$ cat config.mk
export PLATFORM = sky130hd
export DESIGN_NAME = halo_addr_seq_v2_flat
export DESIGN_NICKNAME = d
export VERILOG_FILES = /design/src/rtl/halo_addr_seq_v2_if.sv /design/src/rtl/halo_addr_seq_v2.sv /design/src/flat_wrapper.sv
export SDC_FILE = /design/constraint.sdc
export NUM_CORES = 2
export LEC_CHECK = 0
export BUFFER_PORTS_ARGS = -buffer_cell sky130_fd_sc_hd__buf_2
export CORE_UTILIZATION = 67
export DETAILED_ROUTE_END_ITERATION = 16
export MAX_ROUTING_LAYER = met4
export PLACE_DENSITY = 0.85
export SYNTH_ARGS = -nofsm -noshare
export SYNTH_HDL_FRONTEND = slang
export SYNTH_SLANG_ARGS = --single-unit
$ cat constraint.sdc
create_clock -name clk -period 12.6 [get_ports clk]
set_input_delay 0.63 -clock clk [delete_from_list [all_inputs] [get_ports clk]]
set_output_delay 0.63 -clock clk [all_outputs]
set_load 0.02 [all_outputs]
$ cat src/rtl/halo_addr_seq_v2_if.sv
// Halo-resolve address sequencer bus: controller-side start/stall and
// run configuration in, per-bank/port RAM address/enable vectors and
// busy/done/err status out. Master = system controller, slave = sequencer.
interface halo_addr_seq_v2_if #(
    parameter int LINWDTH = 9,
    parameter int ADDRLEN = 3,
    parameter int NUMTRG  = 3
);
    localparam int NB = 1 << ADDRLEN;
    localparam int W  = LINWDTH - ADDRLEN;

    logic                start;
    logic                stall;
    logic [NB-1:0]       cfg_en;
    logic [NB*W-1:0]     cfg_init_send;
    logic [NB*W-1:0]     cfg_last_send;
    logic [NB*W-1:0]     cfg_init_recv;
    logic [NB*W-1:0]     cfg_last_recv;
    logic [NUMTRG*W-1:0] cfg_incr_trg;
    logic [NUMTRG*W-1:0] cfg_incr_val;
    logic [W-1:0]        cfg_numiters;
    logic [W-1:0]        cfg_eof;
    logic [NB*2*W-1:0]   addr;
    logic [NB*2-1:0]     en_dp;
    logic [NB*2-1:0]     wren_dp;
    logic                busy;
    logic                done;
    logic                err;

    modport master (
        output start, stall, cfg_en,
        output cfg_init_send, cfg_last_send,
        output cfg_init_recv, cfg_last_recv,
        output cfg_incr_trg, cfg_incr_val,
        output cfg_numiters, cfg_eof,
        input  addr, en_dp, wren_dp,
        input  busy, done, err
    );

    modport slave (
        input  start, stall, cfg_en,
        input  cfg_init_send, cfg_last_send,
        input  cfg_init_recv, cfg_last_recv,
        input  cfg_incr_trg, cfg_incr_val,
        input  cfg_numiters, cfg_eof,
        output addr, en_dp, wren_dp,
        output busy, done, err
    );
endinterface

$ cat src/rtl/halo_addr_seq_v2.sv
// Halo-resolve address sequencer: walks per-bank send/recv offsets through
// an increment table, one lane per bank/port (lane = 2*bank + port).
// Ports: clk, reset (async, active-low), bus (slave side of
// halo_addr_seq_v2_if: start/stall/cfg_* in, addr/en_dp/wren_dp and
// busy/done/err out, all outputs registered).
module halo_addr_seq_v2 #(
    parameter int LINWDTH = 9,
    parameter int ADDRLEN = 3,
    parameter int NUMTRG  = 3,
    parameter int PLDEPTH = 2
) (
    input  logic             clk,
    input  logic             reset,
    halo_addr_seq_v2_if.slave bus
);
    localparam int NB = 1 << ADDRLEN;
    localparam int W  = LINWDTH - ADDRLEN;
    localparam int NL = 2 * NB;
    localparam int CW = $clog2(PLDEPTH + 1) + 1;

    localparam logic [2:0] S_IDLE  = 3'd0;
    localparam logic [2:0] S_LOAD  = 3'd1;
    localparam logic [2:0] S_RUN   = 3'd2;
    localparam logic [2:0] S_DRAIN = 3'd3;
    localparam logic [2:0] S_DONE  = 3'd4;

    logic [2:0]      state_q, state_d;
    logic [CW-1:0]   cnt_q, cnt_d;

    // shadow configuration, frozen for the whole run
    logic [NB-1:0]   en_cfg_q, en_cfg_d;
    logic [W-1:0]    init_q [NL];
    logic [W-1:0]    init_d [NL];
    logic [W-1:0]    last_q [NL];
    logic [W-1:0]    last_d [NL];
    logic [W-1:0]    trg_q [NUMTRG];
    logic [W-1:0]    trg_d [NUMTRG];
    logic [W-1:0]    val_q [NUMTRG];
    logic [W-1:0]    val_d [NUMTRG];
    logic [W-1:0]    numit_q, numit_d;
    logic [W-1:0]    eof_q, eof_d;

    // per-lane sequencing state
    logic [W-1:0]    iter_q [NL];
    logic [W-1:0]    iter_d [NL];
    logic [W-1:0]    base_q [NL];
    logic [W-1:0]    base_d [NL];
    logic [W-1:0]    off_q [NL];
    logic [W-1:0]    off_d [NL];

    logic [NL*W-1:0] addr_q, addr_d;
    logic [NL-1:0]   en_dp_q, en_dp_d;
    logic            busy_q, busy_d;
    logic            done_q, done_d;
    logic            err_q, err_d;

    logic [NL-1:0]   act;
    logic [W-1:0]    incr [NL];
    logic [W:0]      sum [NL];
    logic [W-1:0]    off_nx [NL];

    // lane activity and next offset, purely from the current lane state
    always_comb begin
        for (int l = 0; l < NL; l++) begin
            act[l] = en_cfg_q[l/2] && (iter_q[l] != numit_q);
            incr[l] = '0;
            // ascending scan so the highest matching entry wins;
            // entry 0 always matches and acts as the default
            for (int i = 0; i < NUMTRG; i++) begin
                if (i == 0 || off_q[l] > trg_q[i]) begin
                    incr[l] = val_q[i];
                end
            end
            sum[l] = {1'b0, off_q[l]} + {1'b0, incr[l]};
            if (sum[l] >= {1'b0, eof_q}) begin
                off_nx[l] = W'(sum[l] - {1'b0, eof_q});
            end else begin
                off_nx[l] = sum[l][W-1:0];
            end
        end
    end

    always_comb begin
        state_d  = state_q;
        cnt_d    = cnt_q;
        en_cfg_d = en_cfg_q;
        init_d   = init_q;
        last_d   = last_q;
        trg_d    = trg_q;
        val_d    = val_q;
        numit_d  = numit_q;
        eof_d    = eof_q;
        iter_d   = iter_q;
        base_d   = base_q;
        off_d    = off_q;
        addr_d   = addr_q;
        en_dp_d  = '0;
        err_d    = err_q;

        unique case (state_q)
            S_IDLE: begin
                if (bus.start) begin
                    state_d = S_LOAD;
                    err_d   = 1'b0;
                end
            end
            S_LOAD: begin
                en_cfg_d = bus.cfg_en;
                numit_d  = bus.cfg_numiters;
                eof_d    = bus.cfg_eof;
                for (int i = 0; i < NUMTRG; i++) begin
                    trg_d[i] = bus.cfg_incr_trg[i*W +: W];
                    val_d[i] = bus.cfg_incr_val[i*W +: W];
                end
                for (int k = 0; k < NB; k++) begin
                    init_d[2*k]   = bus.cfg_init_send[k*W +: W];
                    last_d[2*k]   = bus.cfg_last_send[k*W +: W];
                    init_d[2*k+1] = bus.cfg_init_recv[k*W +: W];
                    last_d[2*k+1] = bus.cfg_last_recv[k*W +: W];
                    iter_d[2*k]   = '0;
                    base_d[2*k]   = '0;
                    off_d[2*k]    = bus.cfg_init_send[k*W +: W];
                    iter_d[2*k+1] = '0;
                    base_d[2*k+1] = '0;
                    off_d[2*k+1]  = bus.cfg_init_recv[k*W +: W];
                end
                if (bus.cfg_eof == '0) begin
                    err_d   = 1'b1;
                    state_d = S_DONE;
                end else if (bus.cfg_en == '0 ||
                             bus.cfg_numiters == '0) begin
                    state_d = S_DONE;
                end else begin
                    state_d = S_RUN;
                end
            end
            S_RUN: begin
                if (act == '0) begin
                    cnt_d = CW'(1);
                    if (PLDEPTH == 0) begin
                        state_d = S_DONE;
                    end else begin
                        state_d = S_DRAIN;
                    end
                end else if (!bus.stall) begin
                    for (int l = 0; l < NL; l++) begin
                        if (act[l]) begin
                            addr_d[l*W +: W] = base_q[l] + off_q[l];
                            en_dp_d[l]       = 1'b1;
                            if (off_q[l] != last_q[l]) begin
                                off_d[l] = off_nx[l];
                            end else begin
                                iter_d[l] = iter_q[l] + 1'b1;
                                base_d[l] = base_q[l] + eof_q;
                                off_d[l]  = init_q[l];
                            end
                        end
                    end
                end
            end
            S_DRAIN: begin
                if (cnt_q == CW'(PLDEPTH)) begin
                    state_d = S_DONE;
                end else begin
                    cnt_d = cnt_q + 1'b1;
                end
            end
            S_DONE: begin
                state_d = S_IDLE;
            end
            default: begin
                state_d = S_IDLE;
            end
        endcase

        busy_d = (state_d == S_LOAD) || (state_d == S_RUN) ||
                 (state_d == S_DRAIN);
        done_d = (state_d == S_DONE);
    end

    always_ff @(posedge clk or negedge reset) begin
        if (!reset) begin
            state_q  <= S_IDLE;
            cnt_q    <= '0;
            en_cfg_q <= '0;
            numit_q  <= '0;
            eof_q    <= '0;
            for (int i = 0; i < NUMTRG; i++) begin
                trg_q[i] <= '0;
                val_q[i] <= '0;
            end
            for (int l = 0; l < NL; l++) begin
                init_q[l] <= '0;
                last_q[l] <= '0;
                iter_q[l] <= '0;
                base_q[l] <= '0;
                off_q[l]  <= '0;
            end
            addr_q  <= '0;
            en_dp_q <= '0;
            busy_q  <= 1'b0;
            done_q  <= 1'b0;
            err_q   <= 1'b0;
        end else begin
            state_q  <= state_d;
            cnt_q    <= cnt_d;
            en_cfg_q <= en_cfg_d;
            numit_q  <= numit_d;
            eof_q    <= eof_d;
            trg_q    <= trg_d;
            val_q    <= val_d;
            init_q   <= init_d;
            last_q   <= last_d;
            iter_q   <= iter_d;
            base_q   <= base_d;
            off_q    <= off_d;
            addr_q   <= addr_d;
            en_dp_q  <= en_dp_d;
            busy_q   <= busy_d;
            done_q   <= done_d;
            err_q    <= err_d;
        end
    end

    assign bus.addr    = addr_q;
    assign bus.en_dp   = en_dp_q;
    assign bus.wren_dp = en_dp_q;
    assign bus.busy    = busy_q;
    assign bus.done    = done_q;
    assign bus.err     = err_q;

endmodule

$ cat src/flat_wrapper.sv
// flat-port wrapper written by rule: the top's interface ports become plain ports
module halo_addr_seq_v2_flat 
#(
    parameter int LINWDTH = 9,
    parameter int ADDRLEN = 3,
    parameter int NUMTRG  = 3,
    parameter int PLDEPTH = 2
)
  (clk, reset, bus_start, bus_stall, bus_cfg_en, bus_cfg_init_send, bus_cfg_last_send, bus_cfg_init_recv, bus_cfg_last_recv, bus_cfg_incr_trg, bus_cfg_incr_val, bus_cfg_numiters, bus_cfg_eof, bus_addr, bus_en_dp, bus_wren_dp, bus_busy, bus_done, bus_err);
  halo_addr_seq_v2_if #(.LINWDTH(LINWDTH), .ADDRLEN(ADDRLEN), .NUMTRG(NUMTRG)) bus_i ();
  input  logic clk;
  input  logic reset;
  input wire logic [$bits(bus_i.start)-1:0] bus_start;
  input wire logic [$bits(bus_i.stall)-1:0] bus_stall;
  input wire logic [$bits(bus_i.cfg_en)-1:0] bus_cfg_en;
  input wire logic [$bits(bus_i.cfg_init_send)-1:0] bus_cfg_init_send;
  input wire logic [$bits(bus_i.cfg_last_send)-1:0] bus_cfg_last_send;
  input wire logic [$bits(bus_i.cfg_init_recv)-1:0] bus_cfg_init_recv;
  input wire logic [$bits(bus_i.cfg_last_recv)-1:0] bus_cfg_last_recv;
  input wire logic [$bits(bus_i.cfg_incr_trg)-1:0] bus_cfg_incr_trg;
  input wire logic [$bits(bus_i.cfg_incr_val)-1:0] bus_cfg_incr_val;
  input wire logic [$bits(bus_i.cfg_numiters)-1:0] bus_cfg_numiters;
  input wire logic [$bits(bus_i.cfg_eof)-1:0] bus_cfg_eof;
  output wire logic [$bits(bus_i.addr)-1:0] bus_addr;
  output wire logic [$bits(bus_i.en_dp)-1:0] bus_en_dp;
  output wire logic [$bits(bus_i.wren_dp)-1:0] bus_wren_dp;
  output wire logic [$bits(bus_i.busy)-1:0] bus_busy;
  output wire logic [$bits(bus_i.done)-1:0] bus_done;
  output wire logic [$bits(bus_i.err)-1:0] bus_err;
  assign bus_i.start = bus_start;
  assign bus_i.stall = bus_stall;
  assign bus_i.cfg_en = bus_cfg_en;
  assign bus_i.cfg_init_send = bus_cfg_init_send;
  assign bus_i.cfg_last_send = bus_cfg_last_send;
  assign bus_i.cfg_init_recv = bus_cfg_init_recv;
  assign bus_i.cfg_last_recv = bus_cfg_last_recv;
  assign bus_i.cfg_incr_trg = bus_cfg_incr_trg;
  assign bus_i.cfg_incr_val = bus_cfg_incr_val;
  assign bus_i.cfg_numiters = bus_cfg_numiters;
  assign bus_i.cfg_eof = bus_cfg_eof;
  assign bus_addr = bus_i.addr;
  assign bus_en_dp = bus_i.en_dp;
  assign bus_wren_dp = bus_i.wren_dp;
  assign bus_busy = bus_i.busy;
  assign bus_done = bus_i.done;
  assign bus_err = bus_i.err;
  halo_addr_seq_v2 #(.LINWDTH(LINWDTH), .ADDRLEN(ADDRLEN), .NUMTRG(NUMTRG), .PLDEPTH(PLDEPTH)) u_core (.clk(clk), .reset(reset), .bus(bus_i));
endmodule
== Word-level counts from Yosys, hierarchy flattened ==
Cells that the tools add are included.
Cells by class
  reduce and logical (&&, ||, !) cells: 77
  bitwise operators: 2
  muxes and demuxes: 184
  eq/ne operators: 78
  magnitude comparators: 48
  add/sub/neg operators: 81
Operators by type and width (number)
  $mux W6: 144
  $mux W96: 6
  $pmux W96 S2: 3
  $add A6 B6 Y6: 32
  $gt A6 B6 Y1: 32
  $ne A6 B6 Y1: 32
  $reduce_and A4 Y1: 32
  $add A6 B6 Y7: 16
  $ge A7 B6 Y1: 16
  $add A6 B1 Y6 const B: 16
  $sub A6 B6 Y6: 16
  $reduce_and A5 Y1: 16
  $mux W16: 3
  $ne A2 B2 Y1 const B: 20
  $ne A2 B1 Y1 const B: 18
  $mux W3: 7
  $mux W1: 18
  $logic_and A1 B1 Y1: 16
  $logic_not A16 Y1: 1
  $eq A3 B2 Y1 const B: 5
  $logic_not A6 Y1: 2
  $pmux W3 S4: 1
  $logic_not A8 Y1: 1
  $eq A3 B1 Y1 const B: 2
  other kinds (9): 15
Word-level totals
  word-level logic and storage cells: 580
  register bits after elaboration: 651
  output and inout port bits: 131
  bits of input ports: 252

== Longest topological paths before layout ==
  word-level depth: 11
  depth in mapped cells: 24
  gate-level depth less buffers: 23

== Least setup slack after synthesis ==
No wires, ideal clock.
  path kind: reg-to-reg
  start point: reg u_core.trg_q[1] (netlist name)
  end point: reg u_core.off_q[93] (netlist name)
  path buffers: 0
  library setup time: 0.136 ns
  required time: 12.464 ns
  data arrival time: 5.147 ns
  cell stages (with the launch flop): 22
  slack: 7.317 ns
  clock period less this slack: 5.283 ns
  path through: dfrtp_1 > inv_1 > ha_1 > nor2b_1 > o21a_1 > o21a_1 > o21a_1 > o21a_1 > o22ai_1 > mux2_2 > ha_1 > and2_1 > a221o_1 > a21oi_1 > xnor2_1 > ha_1 > a211o_1 > a31o_2 > a21oi_1 > mux2_2 > a31oi_1 > o21ai_0
On the way
  word-level cells in the longest chain between the ends: 10
  elaborated cells between the ends (all ways): 11
  those cells by class: add/sub (2); order compare (2); mux (7)
RTL lines
  from (decl): line halo_addr_seq_v2.sv:36  | logic [W-1:0] trg_q [NUMTRG];
  from (signal assigned): line halo_addr_seq_v2.sv:210  | trg_q <= trg_d;
  $gt A6 B6 Y1 *: line halo_addr_seq_v2.sv:70  | if (i == 0 || off_q[l] > trg_q[i]) begin
  $mux W6 *: line halo_addr_seq_v2.sv:70
  $add A6 B6 Y7 *: line halo_addr_seq_v2.sv:74  | sum[l] = {1'b0, off_q[l]} + {1'b0, incr[l]};
  $sub A6 B6 Y6 / $ge A7 B6 Y1 (equally long branches): line halo_addr_seq_v2.sv:76, halo_addr_seq_v2.sv:75
  $mux W6 *: line halo_addr_seq_v2.sv:75  | if (sum[l] >= {1'b0, eof_q}) begin
  $mux W6 *: line halo_addr_seq_v2.sv:150  | if (off_q[l] != last_q[l]) begin
  $mux W6 *: line halo_addr_seq_v2.sv:147  | if (act[l]) begin
  $mux W96 *: line halo_addr_seq_v2.sv:145  | end else if (!bus.stall) begin
  $mux W96 *: line halo_addr_seq_v2.sv:138  | if (act == '0) begin
  $pmux W96 S2 *: line halo_addr_seq_v2.sv:100  | unique case (state_q)
  to (signal, indexed assignment): line halo_addr_seq_v2.sv:197  | off_q[l] <= '0;
  to (signal assigned): line halo_addr_seq_v2.sv:216  | off_q <= off_d;
  to (decl): line halo_addr_seq_v2.sv:48  | logic [W-1:0] off_q [NL];
Every way passes the cells marked *; elsewhere a longest branch is shown, timed or not. The select of a mux whose other input is x is not followed.
A chain may end at the register's enable or synchronous reset.

== Final worst setup path ==
  start point: reg u_core.trg_q[7] (netlist name)
  end point: reg u_core.off_q[93] (netlist name)
On the way
  word-level cells in the longest chain between the ends: 11
  elaborated cells between the ends (all ways): 12
  those cells by class: add/sub (2); order compare (2); mux (8)
RTL lines (line)
  $gt A6 B6 Y1 *: halo_addr_seq_v2.sv:70
  $mux W6 * (2 in a row): halo_addr_seq_v2.sv:70
  $add A6 B6 Y7 *: halo_addr_seq_v2.sv:74
  $sub A6 B6 Y6 / $ge A7 B6 Y1 (equally long branches): halo_addr_seq_v2.sv:76, halo_addr_seq_v2.sv:75
  $mux W6 *: halo_addr_seq_v2.sv:75
  $mux W6 *: halo_addr_seq_v2.sv:150
  $mux W6 *: halo_addr_seq_v2.sv:147
  $mux W96 *: halo_addr_seq_v2.sv:145
  $mux W96 *: halo_addr_seq_v2.sv:138
  $pmux W96 S2 *: halo_addr_seq_v2.sv:100
Marks and branches as above.

==> metrics.cfg <==
[drt]
drt_iter0_drc=4641
drc_errors=0
final_antenna_net_count=0
wl_per_cell_um=21.7
route.vias.total=44064
vias_per_cell=6.44
totalWireLength_mm=149
dr.pass1.iters=8

[clock_network]
cts-htree-levels=3
cts-root-buf=clkbuf_16
ctsResizeCount=0
clock-sinks=651
clk_pin_slew_ns=0.06
clock_latency_ns=0.64
cts_tree=built
hold_buffers=0
clock_path_buffers=3
cts_setup_buffers=0
cts_buffers=75

[global_route]
grt_pass1_wl_mm=232
track_usage_pct=41.0
grt_max_degree=168
first_global_vias=43205
antenna_found_initial=9
grt.overflow.total=0

[yosys]
synth.area.top_cells=dfrtp_1 33%, ha_1 14%, nand2_1 9.1%
yosysTopAreaCellShare_pct=33.2
async_flop_share_pct=100
seq_area_frac_synth_pct=33.2
synth_edf_count=0
yosysWarnings=0
synth-main-ff-cell=dfrtp_1
synth_area_mm2=0.0491
synth_fp_nets=6408
avgSynthCellArea_um2=8.89
synthCells=5529
synth.distinct_cells=77
yosys_register_bits=651
synth_top_cell_by_area=dfrtp_1

[sta]
setup_ws_ns=6.32
rsz0062_at_grt=no
period_minus_slack_ns=6.28
hold_violations=0
layout_worst_path_cycle_share_pct=49.9
relSlewSlack_pct=6.06
fmax_ghz=0.159
drv_slew=0
setup-violations-final=0
tightestPinTransition_ns=1.41
tns_ns=0
whs_ns=0.00585
skew_ns=0.0168

[cells_and_area]
drive_gt1_share_pct=13.9
syn_to_final_growth_pct=10.6
final_nets=6706

[run]
max_cap_violations=0

[critical_path]
crit_family=compound AO/OA/AOI/OAI gates
path_class=register to register
critPathArrivalTime_ns=6.77
critPathCaptureType=register
ff2ff_path_depth=21
cp_slowest_cell=inv_1
crit_buf_inv=1
regToRegSetupSlack_ns=6.32
crit_fanout=17
r2r-start=u_core.trg_q[7]
max_stage_delay_ns=0.82
path_cells=inv_1 > ha_1 > nor2b_1 > o21a_1 > o21a_1 > o21ai_0 > a21oi_1 > mux2_2 > mux2_2 > ha_1 > a21o_1 > a221o_1 > a21oi_1 > xnor2_1 > ha_1 > a211o_1 > a31o_2 > a21oi_1 > mux2_2 > a31oi_1 > o21ai_0
crit_path_start_kind=register
rr_endpoint=u_core.off_q[93]
required_ns=13.09

[placement]
numPortBuffers=376
pre_cts_slack_ns=6.58
place.gp.congestion=0.967
hpwl_mm=100

[floorplanning]
initial_core_util_pct=68.3
io_pins=383
rows=98
die-area_mm2=0.0744
chipHeight_um=273
core_mm2=0.0720
die_w_um=273

[min_path]
hold_class=input pin to asynchronous set/reset pin

[outcome]
status=complete, no violations

[synth_stat cells, types with 10 or more instances]
cell type     n
nand3_1      83
ha_1        563
mux2i_1      52
o211ai_1     19
a221oi_1     11
o22ai_1      36
inv_1       223
or4_1        15
o21bai_1     39
o31ai_1      81
nand2b_1     15
dfrtp_1     651
nor3_1       24
nand4_1      71
xnor2_1     279
buf_1        11
o21ai_0     346
mux2_2      218
a211oi_1     32
a21oi_1     316
buf_4        26
a22o_1       11
nor2b_1      53
nand2_1    1193
o21a_1      112
nor4_1       17
o31a_1       14
and3_1       26
xor2_1      204
nand3b_1     12
or3_1        13
buf_2        16
a21o_1      127
a31oi_1      38
a31o_2       10
nor2_1      236
clkbuf_1    155
fa_1         64
[registers in the layout (all words and copies together) (netlist names), 16 cells and up]
| signal | cells |
|---|---|
| u_core.base_q | 96 |
| u_core.off_q | 96 |
| u_core.bus.addr | 96 |
| u_core.init_q | 96 |
| u_core.last_q | 96 |
| u_core.bus.en_dp | 16 |
| u_core.val_q | 18 |
| u_core.iter_q | 96 |
[worst max path at each step]
stage                         start          endpoint  slack (ns)  depth (start not counted)
finish              u_core.trg_q[7]  u_core.off_q[93]        6.32                         21
global route        u_core.trg_q[7]  u_core.off_q[93]        6.09                         21
CTS                 u_core.trg_q[7]  u_core.off_q[93]        6.47                         21
detailed placement  u_core.trg_q[7]  u_core.off_q[93]        6.58                         21
global placement    u_core.trg_q[7]   u_core.off_q[0]        6.72                         22
floorplan           u_core.trg_q[1]  u_core.off_q[93]        7.32                         21
[layer usage]
layer | vias to the layer above | GRT usage [%] | share of wire, %
met4 | 0 | 21.2 | 6.1
met2 | 2430 | 63.2 | 45
met1 | 21108 | 51.0 | 39
li1 | 19892 | - | -
met3 | 634 | 8.44 | 10
met5 | - | - | 0
[stage by stage]
stage | area [um2] | std cells | util [%]
6_report | 54300 | 6840 | 75.5
5_1_grt | 54300 | 6840 | 75.5
4_1_cts | 54300 | 6833 | 75.5
3_5_place_dp | 51800 | 6700 | 71.9
3_3_place_gp | 51800 | 6700 | 71.9
2_1_floorplan | 49100 | 5529 | -
[cells by family after synthesis]
group           synth area share [%]
mux                             6.06
buf+inv                         3.55
simple gates                    15.6
compound gates                  16.1
flops                           33.2
fa+ha+maj                       16.9
xor+xnor                        8.61
[cell usage in the layout, fill, tap and decap left out, types with 11 or more instances in the layout]
cell type | netlist | routed
nand2_1 | 1193 | 1191
dfrtp_1 | 651 | 646
ha_1 | 563 | 563
buf_2 | 16 | 375
o21ai_0 | 346 | 346
a21oi_1 | 316 | 316
xnor2_1 | 279 | 279
nor2_1 | 236 | 235
inv_1 | 223 | 218
mux2_2 | 218 | 218
xor2_1 | 204 | 204
a21o_1 | 127 | 127
o21a_1 | 112 | 112
nand3_1 | 83 | 83
o31ai_1 | 81 | 81
clkbuf_16 | 0 | 79
nand4_1 | 71 | 71
fa_1 | 64 | 64
nor2b_1 | 53 | 53
mux2i_1 | 52 | 52
buf_4 | 26 | 52
o21bai_1 | 39 | 39
a31oi_1 | 38 | 38
o22ai_1 | 36 | 36
a211oi_1 | 32 | 32
and3_1 | 26 | 26
nor3_1 | 24 | 23
o211ai_1 | 19 | 19
nor4_1 | 17 | 17
clkbuf_8 | 0 | 16
or4_1 | 15 | 15
nand2b_1 | 15 | 15
o31a_1 | 14 | 14
clkbuf_1 | 155 | 14
or3_1 | 13 | 13
nand3b_1 | 12 | 12
clkinv_2 | 0 | 12
a221oi_1 | 11 | 11
a22o_1 | 11 | 11
[layout make-up]
class                           count  area, um2
Inverter                          223        837
Tap cell                          950       1190
Timing Repair Buffer              430       2320
Antenna cell                        7       17.5
Clock buffer                      109       2250
Sequential cell                   651      16300
Fill cell                        5047      17600
Clock inverter                     24        288
Multi-Input combinational cell   4446      31100
Power is left out: the tool's default activity adds up to more than one toggle a clock period on the data nets, which glitch-free logic cannot reach.
